<file path="src/rtl/register_file_if.sv">
`default_nettype none
// ============================================================================
// Module      : register_file_if
// Description : Write, read and error-monitor signal bundle for register_file.
//               master = writeback/decode side, slave = the register file.
// Revision    : 1.0 - initial release
// ============================================================================
interface register_file_if #(
    parameter int WIDTH = 8,
    parameter int AW    = 3
) ();
    logic             w_en;
    logic [AW-1:0]    w_addr;
    logic [WIDTH-1:0] w_data;
    logic [AW-1:0]    ra_addr;
    logic [WIDTH-1:0] ra_data;
    logic [AW-1:0]    rb_addr;
    logic [WIDTH-1:0] rb_data;
    logic             err_clr;
    logic             err;
    logic [AW-1:0]    err_addr;
    logic [7:0]       wr_cnt;

    modport master (
        output w_en, w_addr, w_data, ra_addr, rb_addr, err_clr,
        input  ra_data, rb_data, err, err_addr, wr_cnt
    );

    modport slave (
        input  w_en, w_addr, w_data, ra_addr, rb_addr, err_clr,
        output ra_data, rb_data, err, err_addr, wr_cnt
    );
endinterface
`default_nettype wire

</file>
<file path="src/rtl/register_file.sv">
`default_nettype none
// ============================================================================
// Module      : register_file
// Description : DEPTH x WIDTH register file, one addressed write port, two
//               combinational read ports, sticky clearable write-error
//               monitor and a saturating accepted-write counter.
//               Optional macro REGISTER_FILE_BYPASS_EN enables write-through
//               forwarding of an accepted write to the read ports.
// Revision    : 1.0 - initial release
// ============================================================================
module register_file #(
    parameter int WIDTH    = 8,
    parameter int DEPTH    = 8,
    parameter int AW       = 3,
    parameter int ZERO_REG = 0
) (
    input  wire logic       clk,
    input  wire logic       rst,    // asynchronous, active-low
    register_file_if.slave  bus
);
    localparam int         NSLOT   = 2 ** AW;
    localparam logic [AW:0] DEPTH_C = (AW + 1)'(DEPTH);

    // Address classification of the current write request
    logic w_in_range;
    logic w_fault;
    logic w_accept;

    assign w_in_range = ({1'b0, bus.w_addr} < DEPTH_C);
    assign w_fault    = bus.w_en && !w_in_range;
    assign w_accept   = bus.w_en && w_in_range &&
                        !((ZERO_REG != 0) && (bus.w_addr == '0));

    // Every decodable address has a slot; unimplemented ones read as zero,
    // so the read muxes need no separate range check.
    logic [WIDTH-1:0] slot [NSLOT];

    genvar i;
    generate
        for (i = 0; i < NSLOT; i++) begin : g_slot
            if ((i >= DEPTH) || ((i == 0) && (ZERO_REG != 0))) begin : g_const
                assign slot[i] = '0;
            end else begin : g_reg
                logic [WIDTH-1:0] data_q;

                // Storage register, loaded when the decoded write hits it
                always_ff @(posedge clk or negedge rst) begin
                    if (!rst) begin
                        data_q <= '0;
                    end else if (w_accept && (bus.w_addr == AW'(i))) begin
                        data_q <= bus.w_data;
                    end
                end

                assign slot[i] = data_q;
            end
        end
    endgenerate

    // Read ports, with optional forwarding of the write in flight
`ifdef REGISTER_FILE_BYPASS_EN
    assign bus.ra_data = (w_accept && (bus.ra_addr == bus.w_addr)) ? bus.w_data
                                                                   : slot[bus.ra_addr];
    assign bus.rb_data = (w_accept && (bus.rb_addr == bus.w_addr)) ? bus.w_data
                                                                   : slot[bus.rb_addr];
`else
    assign bus.ra_data = slot[bus.ra_addr];
    assign bus.rb_data = slot[bus.rb_addr];
`endif

    // Error monitor and write counter state
    logic          err_q,      err_d;
    logic [AW-1:0] err_addr_q, err_addr_d;
    logic [7:0]    wr_cnt_q,   wr_cnt_d;

    // Next-state: clear first, then a same-edge fault overrides the clear
    always_comb begin
        err_d      = err_q;
        err_addr_d = err_addr_q;
        wr_cnt_d   = wr_cnt_q;

        if (bus.err_clr) begin
            err_d      = 1'b0;
            err_addr_d = '0;
            wr_cnt_d   = '0;
        end else if (w_accept && (wr_cnt_q != 8'hFF)) begin
            wr_cnt_d   = wr_cnt_q + 8'd1;
        end

        if (w_fault) begin
            err_d = 1'b1;
            // Only the first fault since the last clear is recorded
            if (!err_q || bus.err_clr) begin
                err_addr_d = bus.w_addr;
            end
        end
    end

    // Monitor/counter registers
    always_ff @(posedge clk or negedge rst) begin
        if (!rst) begin
            err_q      <= 1'b0;
            err_addr_q <= '0;
            wr_cnt_q   <= '0;
        end else begin
            err_q      <= err_d;
            err_addr_q <= err_addr_d;
            wr_cnt_q   <= wr_cnt_d;
        end
    end

    assign bus.err      = err_q;
    assign bus.err_addr = err_addr_q;
    assign bus.wr_cnt   = wr_cnt_q;

endmodule
`default_nettype wire

</file>
<file path="src/flat_wrapper.sv">
// flat-port wrapper written by rule: the top's interface ports become plain ports
module register_file_flat 
#(
    parameter int WIDTH    = 8,
    parameter int DEPTH    = 8,
    parameter int AW       = 3,
    parameter int ZERO_REG = 0
)
  (clk, rst, bus_w_en, bus_w_addr, bus_w_data, bus_ra_addr, bus_rb_addr, bus_err_clr, bus_ra_data, bus_rb_data, bus_err, bus_err_addr, bus_wr_cnt);
  register_file_if #(.WIDTH(WIDTH), .AW(AW)) bus_i ();
  input  wire logic clk;
  input  wire logic rst;
  input wire logic [$bits(bus_i.w_en)-1:0] bus_w_en;
  input wire logic [$bits(bus_i.w_addr)-1:0] bus_w_addr;
  input wire logic [$bits(bus_i.w_data)-1:0] bus_w_data;
  input wire logic [$bits(bus_i.ra_addr)-1:0] bus_ra_addr;
  input wire logic [$bits(bus_i.rb_addr)-1:0] bus_rb_addr;
  input wire logic [$bits(bus_i.err_clr)-1:0] bus_err_clr;
  output wire logic [$bits(bus_i.ra_data)-1:0] bus_ra_data;
  output wire logic [$bits(bus_i.rb_data)-1:0] bus_rb_data;
  output wire logic [$bits(bus_i.err)-1:0] bus_err;
  output wire logic [$bits(bus_i.err_addr)-1:0] bus_err_addr;
  output wire logic [$bits(bus_i.wr_cnt)-1:0] bus_wr_cnt;
  assign bus_i.w_en = bus_w_en;
  assign bus_i.w_addr = bus_w_addr;
  assign bus_i.w_data = bus_w_data;
  assign bus_i.ra_addr = bus_ra_addr;
  assign bus_i.rb_addr = bus_rb_addr;
  assign bus_i.err_clr = bus_err_clr;
  assign bus_ra_data = bus_i.ra_data;
  assign bus_rb_data = bus_i.rb_data;
  assign bus_err = bus_i.err;
  assign bus_err_addr = bus_i.err_addr;
  assign bus_wr_cnt = bus_i.wr_cnt;
  register_file #(.WIDTH(WIDTH), .DEPTH(DEPTH), .AW(AW), .ZERO_REG(ZERO_REG)) u_core (.clk(clk), .rst(rst), .bus(bus_i));
endmodule
</file>
<file path="config.mk">
export PLATFORM = sky130hd
export DESIGN_NAME = register_file_flat
export DESIGN_NICKNAME = d
export VERILOG_FILES = /design/src/rtl/register_file_if.sv /design/src/rtl/register_file.sv /design/src/flat_wrapper.sv
export SDC_FILE = /design/constraint.sdc
export NUM_CORES = 1
export LEC_CHECK = 0
export BUFFER_PORTS_ARGS = -buffer_cell sky130_fd_sc_hd__buf_2
export CAP_MARGIN = 15
export CORE_MARGIN = 1
export CORE_UTILIZATION = 50
export DETAILED_ROUTE_END_ITERATION = 8
export GPL_TIMING_DRIVEN = 0
export PLACE_DENSITY = 0.67
export SKIP_CTS_REPAIR_TIMING = 1
export SLEW_MARGIN = 5
export SYNTH_ARGS = -nofsm -noshare
export SYNTH_HDL_FRONTEND = slang
export SYNTH_SLANG_ARGS = --single-unit
</file>
<file path="constraint.sdc">
create_clock -name clk -period 2.4 [get_ports clk]
set_input_delay 0.12 -clock clk [delete_from_list [all_inputs] [get_ports clk]]
set_output_delay 0.12 -clock clk [all_outputs]
set_load 0.02 [all_outputs]
</file>
==> metrics <==
Die Width 91.9 µm; Post-Synthesis Cell Area 0.00404 mm²; YS warnings 0; area occupied by multi-input gates 0.00210 mm²; antenna cells 0; worst r2r src u_core.bus.wr_cnt[0]; initial antenna violation count 0; Hold Crit Depth 2; Final Hold Viols 0; vias in the first global route 2452; CTS tree done; Setup crit start kind register; ys async rst share 100%; # IOs 49; area fraction of the dominant cell type after synthesis 44.6%; Final Non-Filler Cells 408; Synth Area per Inst 16.1 µm²; FF-to-FF path depth 4; CP arrival 1.72 ns; Placeable Area 0.00777 mm²; crit share post-route 76.8%; met1 usage 29.2%; chip height 91.9 µm; Hold Startpoint bus_w_data[1]; Setup crit start u_core.g_slot[4].g_reg.data_q[0]; HP Class in2reg; Tot GR Track Use 21.7%; FF-to-FF End u_core.bus.wr_cnt[0]; fin util 59.8%; GRT busiest layer met2; fin. max-slew vios 0; reg-to-reg slack, setup 0.62 ns; most frequent cell after synthesis mux2_2; Synth Flop Type dfrtp_1; initial core utilization 52.0%; run status completed; max_slew headroom 39.3%; dpl hpwl 5.48 mm; crit path max fanout 3; Mapped Cells 251; Routed Wire Length 8.51 mm; crit end category output port; post-place instance area 0.00438 mm²; Setup Viol. Count Final 0; DP Worst Slack 0.576 ns; Tmin final 1.84 ns; clock insertion delay at the later pin of the skew report 0.35 ns; Via Count 2466; largest net degree at the start of global routing 67; row cnt 32; Netlist cell types 37; Post-synth EDFFs 0; Max Fclk 0.543 GHz; root buf cell clkbuf_8; setup ws final 0.558 ns; worst hold path endpoint u_core.g_slot[1].g_reg.data_q[1]; CTS clk-pin slew, worst paths 0.08 ns; layout cells sized above 1 50.0%; met2 Track Usage GR 35.4%; Post-Place Cells 391; max cap viols 0; post-synth top area cell dfrtp_1; Max VDD drop 0.000341 V; Starting DRT DRC Count 89; via/cell ratio 6.04; die area 0.00844 mm²; synthesis-to-finish area growth 14.9%; post-route cell area 0.00464 mm²; RSZ-0062 raised after global routing false; Setup CP Type reg2out; Routed WL per cell 20.9 µm; Worst-Margin Slew 0.905 ns; Post-Route Skew 0.00189 ns; #FFs+latches synth 72; H-tree depth 3; Required @ worst endpoint 2.28 ns; setup_tns 0 ns; I/O Buffers 34; Area contributors post-synth dfrtp_1 45%, mux2_2 23%, mux4_1 20%; post-synthesis sequential area ratio 44.6%; Final Net Count 323; first-pass GRT wire length 13.3 mm; CP cell instances mux4_1 -> mux2_2 -> buf_2; DRC errors left 0; Max stage delay cell, worst path mux4_1; synth cell count leaders 81 x mux2_2, 72 x dfrtp_1, 30 x mux4_1, 6 x buf_2; CP max stage delay 0.53 ns; Total Power 3.73 mW; drt first pass iters 4; register area 0.00180 mm²; total gr overflow 0; WHS 0.0848 ns; pwr/cell area 804 mW/mm²; met3 Usage GRT 4.39%; Longest Clk Path Bufs 2; Fillers 600; Clock Sinks 72; RePlAce Congestion 0.685; total CTS buffers 9; Detail Route Antenna Nets 0; LEAKAGE 2.05 nW
worst max-delay path by stage:
stage	end	depth (start not counted)	slack [ns]
after floorplan	u_core.bus.wr_cnt[0]	4	0.69
after global placement	bus_ra_data[0]	5	0.62
after detailed placement	bus_rb_data[0]	5	0.58
after CTS	bus_ra_data[2]	3	0.54
after global routing	bus_ra_data[4]	3	0.50
final	bus_ra_data[0]	3	0.56
final cells by class:
cell class / instances / share of cell area [%]
plain buffers: 20 / 3.13
multi-input cells: 161 / 45.2
clock inverters: 5 / 2.21
flip-flops and latches: 72 / 38.8
clock buffers: 11 / 3.26
inverters: 1 / 0.0809
repair buffers: 36 / 4.53
well taps: 102 / 2.75
cells by family after synthesis:
group           synth area share (%)
mux                             43.5
flops                           44.6
other cells                   0.0928
simple gates                    5.24
compound gates                  2.60
fa+ha+maj                      0.310
buf+inv                         3.69
power by group:
part | internal [mW] | switching, mW
Clock | 0.745 | 0.465
Combinational | 0.537 | 0.368
Sequential | 1.45 | 0.159
critical path: cells and delay by family, from the launching register on:
family	cells	cell delay [ns]
muxes	2	0.81
DFF	1	0.40
buffers and inverters	1	0.16
layer usage:
metal	part of all wire, %	wire length, µm
met3	3.7	311
met5	0	0
met4	1.5	124
met2	49	4130
met1	46	3940
sequential cells by signal, indices dropped and copies added (netlist names):
signal	cells
u_core.bus.wr_cnt	8
u_core.g_slot.g_reg.data_q	64
cell usage in the layout (no fill, tap or decap), types with 2 or more instances in the layout:
master,netlist,layout
nand4_1,3,3
a21boi_0,2,2
buf_4,4,5
mux4_2,2,2
clkbuf_8,0,11
mux2_2,81,81
nor3_2,2,2
a21oi_1,3,3
nor2_1,2,2
bufinv_16,0,3
buf_2,6,39
conb_1,1,4
dfrtp_1,72,72
a211oi_1,4,4
nand4b_1,3,3
buf_6,2,2
and4_1,2,2
a31oi_1,2,2
buf_12,2,2
clkbuf_1,3,3
nor3b_4,2,2
nand2_1,2,2
nand3_1,2,2
buf_1,3,3
mux4_1,30,30
o21bai_1,2,2
nand2b_1,2,2
Note: power is estimated with default switching activity, not from simulation.
